--- src/rtl/wb_sequencer_pkg.sv ---
// Shared constants, write-port types and the destination-select helper for wb_sequencer.
package wb_sequencer_pkg;

    localparam logic [4:0] REG_ZERO = 5'd0;
    localparam logic [4:0] REG_RA   = 5'd31;

    // Which source owns the register-file write port in a given cycle.
    typedef enum logic [1:0] {
        WB_SRC_NONE  = 2'd0,
        WB_SRC_LOAD  = 2'd1,
        WB_SRC_HOLD  = 2'd2,
        WB_SRC_ISSUE = 2'd3
    } wb_src_e;

    typedef struct packed {
        logic [4:0]  addr;
        logic [31:0] data;
    } wb_write_t;

    function automatic logic [4:0] sel_dest(input logic       jal,
                                            input logic       reg_dst,
                                            input logic [4:0] rt,
                                            input logic [4:0] rd);
        if (jal) return REG_RA;
        return reg_dst ? rd : rt;
    endfunction

endpackage

--- src/rtl/wb_dest_fifo.sv ---
// Destination FIFO for in-flight loads: LD_DEPTH entries of 5-bit register numbers, issue order.
// A push and a pop in the same cycle are both honoured, including when the FIFO is full.
module wb_dest_fifo #(
    parameter int LD_DEPTH = 4,
    parameter int CNT_W    = 3
) (
    input  logic             clock,
    input  logic             reset,
    input  logic             push,
    input  logic [4:0]       push_dest,
    input  logic             pop,
    output logic [4:0]       head_dest,
    output logic             full,
    output logic             empty,
    output logic [CNT_W-1:0] count
);

    localparam int PTR_W = $clog2(LD_DEPTH);

    logic [4:0]       mem [LD_DEPTH];
    logic [PTR_W-1:0] wr_ptr;
    logic [PTR_W-1:0] rd_ptr;
    logic             do_push;
    logic             do_pop;

    assign full      = (count == CNT_W'(LD_DEPTH));
    assign empty     = (count == '0);
    assign do_pop    = pop & ~empty;
    assign do_push   = push & (~full | do_pop);
    assign head_dest = mem[rd_ptr];

    // NOTE: the storage array has no reset; pointers and count alone decide which entries are live.
    always_ff @(posedge clock) begin
        if (do_push) mem[wr_ptr] <= push_dest;
    end

    // NOTE: sequential state uses non-blocking assignments so every register samples pre-edge values.
    always_ff @(posedge clock or posedge reset) begin
        if (reset) begin
            wr_ptr <= '0;
            rd_ptr <= '0;
            count  <= '0;
        end else begin
            // Depth is a power of two, so pointer overflow is the modulo wrap.
            if (do_push) wr_ptr <= wr_ptr + PTR_W'(1);
            if (do_pop)  rd_ptr <= rd_ptr + PTR_W'(1);
            case ({do_push, do_pop})
                2'b10:   count <= count + CNT_W'(1);
                2'b01:   count <= count - CNT_W'(1);
                default: count <= count;
            endcase
        end
    end

endmodule

--- src/rtl/wb_sequencer.sv ---
// Register write-back sequencer: one registered write port fed by load returns, a hold slot and ALU/JAL issue.
// Optional build macro WB_BYPASS_EN adds rf_w* forwarding and drops the write-port read-after-write stall.
module wb_sequencer #(
    parameter int LD_DEPTH = 4,
    parameter int CNT_W    = 3
) (
    input  logic             clock,
    input  logic             reset,
    input  logic             iss_valid,
    output logic             iss_stall,
    input  logic             RegWrite,
    input  logic             Jal,
    input  logic             RegDst,
    input  logic             MemtoReg,
    input  logic [4:0]       rs,
    input  logic [4:0]       rt,
    input  logic [4:0]       rd,
    input  logic [31:0]      ALU_result,
    input  logic [31:0]      opcplus4,
    input  logic             ld_valid,
    input  logic [31:0]      ld_data,
    output logic             rf_we,
    output logic [4:0]       rf_waddr,
    output logic [31:0]      rf_wdata,
    output logic [31:0]      busy_mask,
    output logic [CNT_W-1:0] pend_count,
    output logic             ld_err,
    output logic             fwd_rs_hit,
    output logic             fwd_rt_hit,
    output logic [31:0]      fwd_rs_data,
    output logic [31:0]      fwd_rt_data
);

    import wb_sequencer_pkg::*;

    logic [4:0]  dest;
    logic [4:0]  head_dest;
    logic        fifo_full;
    logic        fifo_empty;
    logic        load_ret;
    logic        hazard;
    logic        raw_stall;
    logic        accept;
    logic        issue_ld;
    logic        issue_alu;
    logic        hold_valid;
    wb_write_t   hold_wr;
    wb_write_t   issue_wr;
    wb_write_t   wb_next;
    wb_src_e     wb_src;
    logic [31:0] busy_next;

    assign dest     = sel_dest(Jal, RegDst, rt, rd);
    assign load_ret = ld_valid & ~fifo_empty;

    // busy_mask[0] is held at zero, so register 0 never contributes a hazard.
    assign hazard = busy_mask[rs] | busy_mask[rt] | busy_mask[dest];

`ifdef WB_BYPASS_EN
    assign raw_stall   = 1'b0;
    assign fwd_rs_hit  = rf_we & (rf_waddr == rs) & (rs != REG_ZERO);
    assign fwd_rt_hit  = rf_we & (rf_waddr == rt) & (rt != REG_ZERO);
    assign fwd_rs_data = rf_wdata;
    assign fwd_rt_data = rf_wdata;
`else
    // The register file is not yet updated while rf_w* is in flight, so a reader waits one cycle.
    assign raw_stall   = rf_we & (rf_waddr != REG_ZERO) & ((rf_waddr == rs) | (rf_waddr == rt));
    assign fwd_rs_hit  = 1'b0;
    assign fwd_rt_hit  = 1'b0;
    assign fwd_rs_data = '0;
    assign fwd_rt_data = '0;
`endif

    // A full FIFO still accepts a load when a return frees the head in the same cycle.
    assign iss_stall = iss_valid & (hazard
                                    | (MemtoReg & RegWrite & fifo_full & ~ld_valid)
                                    | hold_valid
                                    | raw_stall);

    assign accept        = iss_valid & ~iss_stall;
    assign issue_ld      = accept & RegWrite & MemtoReg;
    assign issue_alu     = accept & RegWrite & ~MemtoReg;
    assign issue_wr.addr = dest;
    assign issue_wr.data = Jal ? opcplus4 : ALU_result;

    wb_dest_fifo #(
        .LD_DEPTH (LD_DEPTH),
        .CNT_W    (CNT_W)
    ) u_dest_fifo (
        .clock     (clock),
        .reset     (reset),
        .push      (issue_ld),
        .push_dest (dest),
        .pop       (ld_valid),
        .head_dest (head_dest),
        .full      (fifo_full),
        .empty     (fifo_empty),
        .count     (pend_count)
    );

    // Write-port arbitration: load return, then the hold slot, then a fresh ALU/JAL result.
    always_comb begin
        // NOTE: every output of this block gets a default first so no path infers a latch.
        wb_src  = WB_SRC_NONE;
        wb_next = '0;
        if (load_ret) begin
            wb_src       = WB_SRC_LOAD;
            wb_next.addr = head_dest;
            wb_next.data = ld_data;
        end else if (hold_valid) begin
            wb_src  = WB_SRC_HOLD;
            wb_next = hold_wr;
        end else if (issue_alu) begin
            wb_src  = WB_SRC_ISSUE;
            wb_next = issue_wr;
        end
    end

    always_comb begin
        busy_next = busy_mask;
        if (load_ret) busy_next[head_dest] = 1'b0;
        if (issue_ld) busy_next[dest]      = 1'b1;
        busy_next[0] = 1'b0;
    end

    always_ff @(posedge clock or posedge reset) begin
        if (reset) begin
            rf_we      <= 1'b0;
            rf_waddr   <= '0;
            rf_wdata   <= '0;
            busy_mask  <= '0;
            hold_valid <= 1'b0;
            hold_wr    <= '0;
            ld_err     <= 1'b0;
        end else begin
            rf_we <= (wb_src != WB_SRC_NONE) && (wb_next.addr != REG_ZERO);
            if (wb_src != WB_SRC_NONE) begin
                rf_waddr <= wb_next.addr;
                rf_wdata <= wb_next.data;
            end

            busy_mask <= busy_next;

            // An ALU/JAL result that loses the port to a load return parks in the hold slot.
            if (issue_alu && load_ret) begin
                hold_valid <= 1'b1;
                hold_wr    <= issue_wr;
            end else if (wb_src == WB_SRC_HOLD) begin
                hold_valid <= 1'b0;
            end

            if (ld_valid && fifo_empty) ld_err <= 1'b1;
        end
    end

endmodule

--- config.mk ---
export PLATFORM = sky130hd
export DESIGN_NAME = wb_sequencer
export DESIGN_NICKNAME = d
export VERILOG_FILES = /design/src/rtl/wb_sequencer_pkg.sv /design/src/rtl/wb_dest_fifo.sv /design/src/rtl/wb_sequencer.sv
export SDC_FILE = /design/constraint.sdc
export NUM_CORES = 1
export LEC_CHECK = 0
export ABC_AREA = 1
export ABC_CLOCK_PERIOD_IN_PS = 3900
export CORE_UTILIZATION = 25
export CTS_BUF_LIST = sky130_fd_sc_hd__clkbuf_16
export DETAILED_ROUTE_END_ITERATION = 8
export GPL_ROUTABILITY_DRIVEN = 1
export SETUP_SLACK_MARGIN = 0.15
export SYNTH_ARGS = -nofsm -noshare
export SYNTH_HDL_FRONTEND = slang
export SYNTH_HIERARCHICAL = 1
export SYNTH_SLANG_ARGS = --single-unit
--- constraint.sdc ---
create_clock -name clock -period 3.9 [get_ports clock]
set_input_delay 0.39 -clock clock [delete_from_list [all_inputs] [get_ports clock]]
set_output_delay 0.39 -clock clock [all_outputs]
set_load 0.02 [all_outputs]
=== Yosys cells after proc, flatten, opt, wreduce, memory -nomap -nowiden ===
Memory sizes are Yosys's and may differ from the RTL's.
Cells that the tools add are included.

* Flip-flop bits (word level): 115
* Memories: 1
* Memory bits (writable): 20
* Output and inout port bits: 141
* ROM bits: 0
* Logic and storage cells: 94
* Latch bits: 0
* Input bits: 119

{| class="wikitable"
|+ Memory list
! memory !! depth !! bits a word !! rd ports !! clocked after memory_dff !! write ports !! RTL line !! RTL
|-
| u_dest_fifo.mem || 4 || 5 || 1 || 0 || 1 || wb_dest_fifo.sv:20 || <nowiki>logic [4:0] mem [LD_DEPTH];</nowiki>
|}

* Add/subtract/negate cells: 4
* Div/mod/pow operators: 0
* Shift-type cells: 0
* $mul: 0
* Eq/ne operators: 6
* Reductions and logical operators: 11
* Magnitude comparators: 6
* Bitwise gates (word level): 27
* Muxes and demuxes: 28

{| class="wikitable"
|+ Operator list
! kind !! count
|-
| $mux 37 || 3
|-
| $mux 32 || 3
|-
| $and 32x32->32 || 1
|-
| $not 32->32 || 1
|-
| $or 32x32->32 || 1
|-
| $lt 5x6->1 const B || 4
|-
| $bmux 1 s5 || 3
|-
| $mux 5 || 3
|-
| $and 1x1->1 || 12
|-
| $demux 1 s5 || 2
|-
| $eq 5x5->1 || 2
|-
| $ge 5x1->1 const B || 2
|-
| $mux 1 || 10
|-
| $reduce_bool 5->1 || 2
|-
| $or 1x1->1 || 7
|-
| $mux 2 || 3
|-
| $pmux 3 s2 || 1
|-
| $reduce_bool 2->1 || 3
|-
| $logic_and 1x1->1 || 5
|-
| $not 1->1 || 5
|-
| $add 2x1->2 const B || 2
|-
| $eq 2x2->1 const B || 2
|-
| $add 3x1->3 const B || 1
|-
| $eq 3x3->1 const B || 1
|-
| other kinds (3) || 3
|}

=== Logic depth before layout (Yosys ltp) ===
* Depth after elaboration: 19
* Gate-level depth with buffers: 26
* Mapped depth without buffers: 23

=== Modules after synthesis ===
Netlist, hierarchy kept.

{| class="wikitable"
|+ By module, submodules not included
! module !! sequential area each (µm²) !! cells each !! times used !! area each (µm²)
|-
| wb_sequencer || 2702.6 || 1053 || 1 || 7369.6
|-
| wb_dest_fifo || 775.7 || 118 || 1 || 1247.4
|}

=== Worst setup path after synthesis ===
OpenSTA, ideal clock, no wires.

* Path kind: input to register
* From: input rt[0]
* To: register u_dest_fifo.count[2]
* Buffers on the path: 3
* Setup time: 117 ps
* Data required time: 3783 ps
* Data arrival time: 3008 ps
* Stages: 21
* Path slack: 775 ps
* Cell sequence: buf_2 nand2_1 nand3_2 buf_4 o21ai_0 nand2_1 nand3_1 nand3_1 a21oi_2 nor3_4 nand2_1 clkbuf_1 inv_1 nand2_4 ha_1 inv_1 fa_1 nand2_1 nand3_1 nand2_1 nand2_1

* Cells in the longest elaborated chain, start to end: 16
* Elaborated cells between the ends (all ways): 24
* Those cells by class: 3 x eq/ne; 7 x mux; 13 x bitwise; 1 x reduce/logical

{| class="wikitable"
|+ Ends and longest elaborated chain
! element !! RTL line !! RTL
|-
| start: declaration || wb_sequencer.sv:16 || <nowiki>input logic [4:0] rt,</nowiki>
|-
| $mux 5 (*) (2 in series) || wb_sequencer_pkg.sv:25 || <nowiki>return reg_dst ? rd : rt;</nowiki>
|-
| named net dest[0] || wb_sequencer.sv:36 || <nowiki>logic [4:0] dest;</nowiki>
|-
| $bmux 1 s5 (*) || wb_sequencer.sv:57 || <nowiki>assign hazard = busy_mask[rs] | busy_mask[rt] | busy_mask[dest];</nowiki>
|-
| $mux 1 (not written as such) (*) || wb_sequencer.sv:57 ||
|-
| $or 1x1->1 (*) || wb_sequencer.sv:57 ||
|-
| $or 1x1->1 (*) || wb_sequencer.sv:76 || <nowiki>| (MemtoReg & RegWrite & fifo_full & ~ld_valid)</nowiki>
|-
| $or 1x1->1 (*) || wb_sequencer.sv:77 || <nowiki>| hold_valid</nowiki>
|-
| $or 1x1->1 (*) || wb_sequencer.sv:78 || <nowiki>| raw_stall);</nowiki>
|-
| $and 1x1->1 (*) || wb_sequencer.sv:75 || <nowiki>assign iss_stall = iss_valid & (hazard</nowiki>
|-
| $not 1->1 (*) || wb_sequencer.sv:80 || <nowiki>assign accept = iss_valid & ~iss_stall;</nowiki>
|-
| $and 1x1->1 (*) || wb_sequencer.sv:80 ||
|-
| $and 1x1->1 (*) (2 in series) || wb_sequencer.sv:81 || <nowiki>assign issue_ld = accept & RegWrite & MemtoReg;</nowiki>
|-
| named net issue_ld || wb_sequencer.sv:44 || <nowiki>logic issue_ld;</nowiki>
|-
| $and 1x1->1 (*) || wb_dest_fifo.sv:29 || <nowiki>assign do_push = push & (~full | do_pop);</nowiki>
|-
| $eq 2x1->1 or $eq 2x2->1 (tied branches) || wb_dest_fifo.sv:47 || <nowiki>case ({do_push, do_pop})</nowiki>
|-
| $pmux 3 s2 or $reduce_bool 2->1 (tied branches) || n/a ||
|-
| end signal: assignment || wb_dest_fifo.sv:48 || <nowiki>2'b10: count <= count + CNT_W'(1);</nowiki>
|-
| end signal: assignment || wb_dest_fifo.sv:49 || <nowiki>2'b01: count <= count - CNT_W'(1);</nowiki>
|-
| end signal: assignment || wb_dest_fifo.sv:50 || <nowiki>default: count <= count;</nowiki>
|-
| end: declaration || wb_dest_fifo.sv:15 || <nowiki>output logic [CNT_W-1:0] count</nowiki>
|}

Mark *: on every way through the listed nets, which the timed path passes. The rest lies on a longest branch. The select of a mux whose other input is x is not followed.
A chain may end at the register's enable or synchronous reset.

=== Worst setup path in the final report ===
* From: input RegDst
* To: output iss_stall

* Cells in the longest elaborated chain, start to end: 9

{| class="wikitable"
|+ Ends and longest elaborated chain
! element !! RTL line !! RTL
|-
| start: declaration || wb_sequencer.sv:13 || <nowiki>input logic RegDst,</nowiki>
|-
| $mux 5 (2 in series) || wb_sequencer_pkg.sv:25 ||
|-
| $bmux 1 s5 || wb_sequencer.sv:57 ||
|-
| $mux 1 (not written as such) || wb_sequencer.sv:57 ||
|-
| $or 1x1->1 || wb_sequencer.sv:57 ||
|-
| $or 1x1->1 || wb_sequencer.sv:76 ||
|-
| $or 1x1->1 || wb_sequencer.sv:77 ||
|-
| $or 1x1->1 || wb_sequencer.sv:78 ||
|-
| $and 1x1->1 || wb_sequencer.sv:75 ||
|-
| end: declaration || wb_sequencer.sv:10 || <nowiki>output logic iss_stall,</nowiki>
|}

No other way between the ends. The select of a mux whose other input is x is not followed.

==> impl_metrics.json <==
{
  "run_status": "completed",
  "syn_area_per_cell_um2": 7.36,
  "portBuffers": 192,
  "dp_cells": 1788,
  "synthCells": 1171,
  "r2r_end": "u_dest_fifo/count[2]",
  "fin_skew_ns": 0.0210,
  "ys_warn_count": 6,
  "fin_cells": 1821,
  "crit_start": "RegDst",
  "place_congestion": 0.918,
  "slew_violations": 0,
  "ys_seq_elements": 135,
  "fin_setup_tns_ns": 0,
  "grt_pass1_vias": 8361,
  "track_usage": 0.175,
  "core_um2": 33700,
  "startpoint_type": "primary input",
  "via_per_inst": 4.65,
  "power_density_nw_per_um2": 602,
  "relSlewSlack": 0.482,
  "post-cts-setup-buffers": 0,
  "yosys.area.top_type": "dfrtp_1",
  "clk-insertion-delay-late_ns": 0.43,
  "crit_fanout": 11,
  "worstRegToRegCells": 18,
  "die_w_um": 188,
  "grt_max_degree": 56,
  "dp_hpwl_mm": 22.5,
  "antenna_found_initial": 1,
  "synth_cell_type_count": 41,
  "tritoncts": "built",
  "htree_levels": 4,
  "cts_max_path_buffers": 2,
  "grt_pass1_wl_mm": 47.6,
  "ir_drop_mv": 0.299,
  "die_area_um2": 35200,
  "die_y_um": 188,
  "synthFlopType": "dfrtp_1",
  "antenna_cells": 0,
  "grt.overflow.total": 0,
  "worstSetupEndpointType": "output port",
  "cp-endpoint": "iss_stall",
  "seq_area_frac_synth": 0.404,
  "syn-cell-area_um2": 8620,
  "async_flop_share": 0.852,
  "final_area_um2": 11400,
  "dpl_cell_area_um2": 10800,
  "r2r_slack_ns": 0.81,
  "critPathKind": "primary input to output port",
  "whs_ns": 0.321,
  "crit_required_ns": 3.51,
  "min_path_type": "primary input to asynchronous set/reset pin",
  "synthTopCellsByArea": "dfrtp_1, nand2_1, edfxtp_1",
  "vias": 8467,
  "start_util": 0.256,
  "synth_edf_count": 20,
  "drtAntennaViolNets": 0,
  "rsz0062_at_grt": "no",
  "rr_startpoint": "u_dest_fifo/count[0]",
  "rows": 67,
  "drt_iter0_drc": 708,
  "nFillCells": 3556,
  "p_leak_nw": 5.27,
  "drv_cap": 0,
  "dr.pass1.iters": 7,
  "finalSetupViolCount": 0,
  "cts_made_buffers": 17,
  "clock-sinks": 135,
  "fmax_ghz": 0.286,
  "nets": 1485,
  "crit_arrival_ns": 3.11,
  "period_needed_ns": 3.50,
  "drive_above_1_share": 0.0925,
  "clock_tree.root_cell": "clkbuf_16",
  "final.period_utilization": 0.897,
  "hold_violations": 0,
  "path_clk_slew_ns": 0.07,
  "synth_top_area_frac": 0.334,
  "areaGrowthSynthToFinish_pct": 32.2,
  "io_pins": 260,
  "post_drt_wl_per_cell_um": 16.9,
  "wirelength_mm": 30.7,
  "drc": 0,
  "tightest_slew_ns": 0.776
}
## worst max-delay path: stages
cell	delay (ns)
clkdlybuf4s50_1	0.62
inv_1	0.10
nand2_1	0.22
nand3_2	0.28
nor2_2	0.18
nand2_1	0.07
nand3_1	0.09
nor2_1	0.04
nor2_1	0.10
nor2_1	0.05
nand2_1	0.14
o21ai_0	0.13
inv_1	0.08
clkdlybuf4s50_1	0.60
## registers in the layout, indices dropped and copies added, names as in the netlist
| register | flops |
|---|---|
| rf_waddr | 5 |
| rf_wdata | 32 |
| rf_we | 1 |
| hold_wr | 37 |
| u_dest_fifo/count | 3 |
| u_dest_fifo/wr_ptr | 2 |
| ld_err | 1 |
| u_dest_fifo/rd_ptr | 2 |
| hold_valid | 1 |
| u_dest_fifo/mem | 20 |
| busy_mask | 31 |
## layer usage
| metal | share of wire | up-vias | GRT usage | wire length [um] |
|---|---|---|---|---|
| li1 | - | 4045 | - | - |
| met1 | 0.44 | 3983 | 0.225 | 13400 |
| met2 | 0.46 | 389 | 0.287 | 14100 |
| met3 | 0.083 | 48 | 0.0460 | 2550 |
| met4 | 0.021 | 2 | 0.0528 | 640 |
| met5 | 0.00033 | - | 0 | 10 |
## synthesized netlist by cell type, types with 14 or more instances
cell	instances
nand2_2	14
inv_2	15
dfrtp_1	115
nand3_1	87
inv_1	107
clkbuf_1	16
nor2_1	68
buf_4	72
o21ai_1	28
nand2_1	372
buf_2	14
o21ai_0	100
a221oi_1	32
edfxtp_1	20
a21oi_1	23
## logic make-up (layout without fill, tap and decap cells)
| family | after synthesis | after routing | share of synthesized area |
|---|---|---|---|
| AO/OA/AOI/OAI | 203 | 203 | 0.140 |
| XOR/XNOR | 3 | 3 | 0.00305 |
| adder cells (fa/ha/maj) | 6 | 6 | 0.00958 |
| buffers and inverters | 243 | 378 | 0.151 |
| flip-flops | 135 | 135 | 0.404 |
| multiplexers | 12 | 12 | 0.0139 |
| other | 1 | 67 | 0.000435 |
| AND/OR/NAND/NOR | 568 | 569 | 0.279 |
## cell usage in the layout, fill, tap and decap left out, drive strengths merged
| master | count |
|---|---|
| inv | 132 |
| clkbuf | 17 |
| ha | 5 |
| a221oi | 32 |
| edfxtp | 20 |
| o21bai | 4 |
| clkdlybuf4s50 | 191 |
| o211ai | 1 |
| buf | 30 |
| nor2 | 77 |
| nor3 | 3 |
| fa | 1 |
| xnor2 | 3 |
| a21oi | 27 |
| nand4 | 9 |
| dfrtp | 115 |
| clkinv | 8 |
| a21o | 1 |
| nand3 | 91 |
| conb | 67 |
| nand2 | 389 |
| mux2i | 12 |
| o21ai | 138 |
## timing repair
action | in CTS | in global routing
setup endpoints to repair | 1 | 1
resized for setup | 1 | 2
hold buffers | 0 | 0
cloned | 0 | 1
pin swaps | 0 | 1
## per-stage QoR
stage | worst slack [ns] | total power, mW | utilization
after floorplan | 0.664 | 4.08 | -
after detailed placement | 0.0154 | 5.28 | 0.320
after global routing | 0.168 | 7.32 | 0.338
after global placement | 0.0928 | 5.24 | 0.320
after CTS | 0.310 | 6.92 | 0.338
final | 0.401 | 6.86 | 0.338
## where the power goes
group          switching (mW)  internal, mW
Sequential              0.426          1.90
Combinational            1.77          1.16
Clock                   0.749         0.854
Total                    2.94          3.92
## final cells by class
type,count,area (um^2),area share
sequential,135,3480,0.305
tap,448,561,0.0492
timing repair buffer,221,2170,0.191
inverter,125,475,0.0417
multi-input combinational,860,4130,0.362
clock buffer,17,425,0.0374
clock inverter,15,151,0.0133
## worst min-delay path by stage
stage | startpoint | end | slack (ns) | cells after the start
6_report | reset | u_dest_fifo/rd_ptr[0] | 0.32 | 2
4_1_cts | reset | u_dest_fifo/rd_ptr[0] | 0.34 | 2
5_1_grt | reset | u_dest_fifo/rd_ptr[0] | 0.34 | 2
2_1_floorplan | reset | u_dest_fifo/count[0] | 0.19 | 1
3_5_place_dp | ld_err | ld_err | 0.45 | 1
3_3_place_gp | ld_err | ld_err | 0.45 | 1
Power figures use the tool's default switching activity.
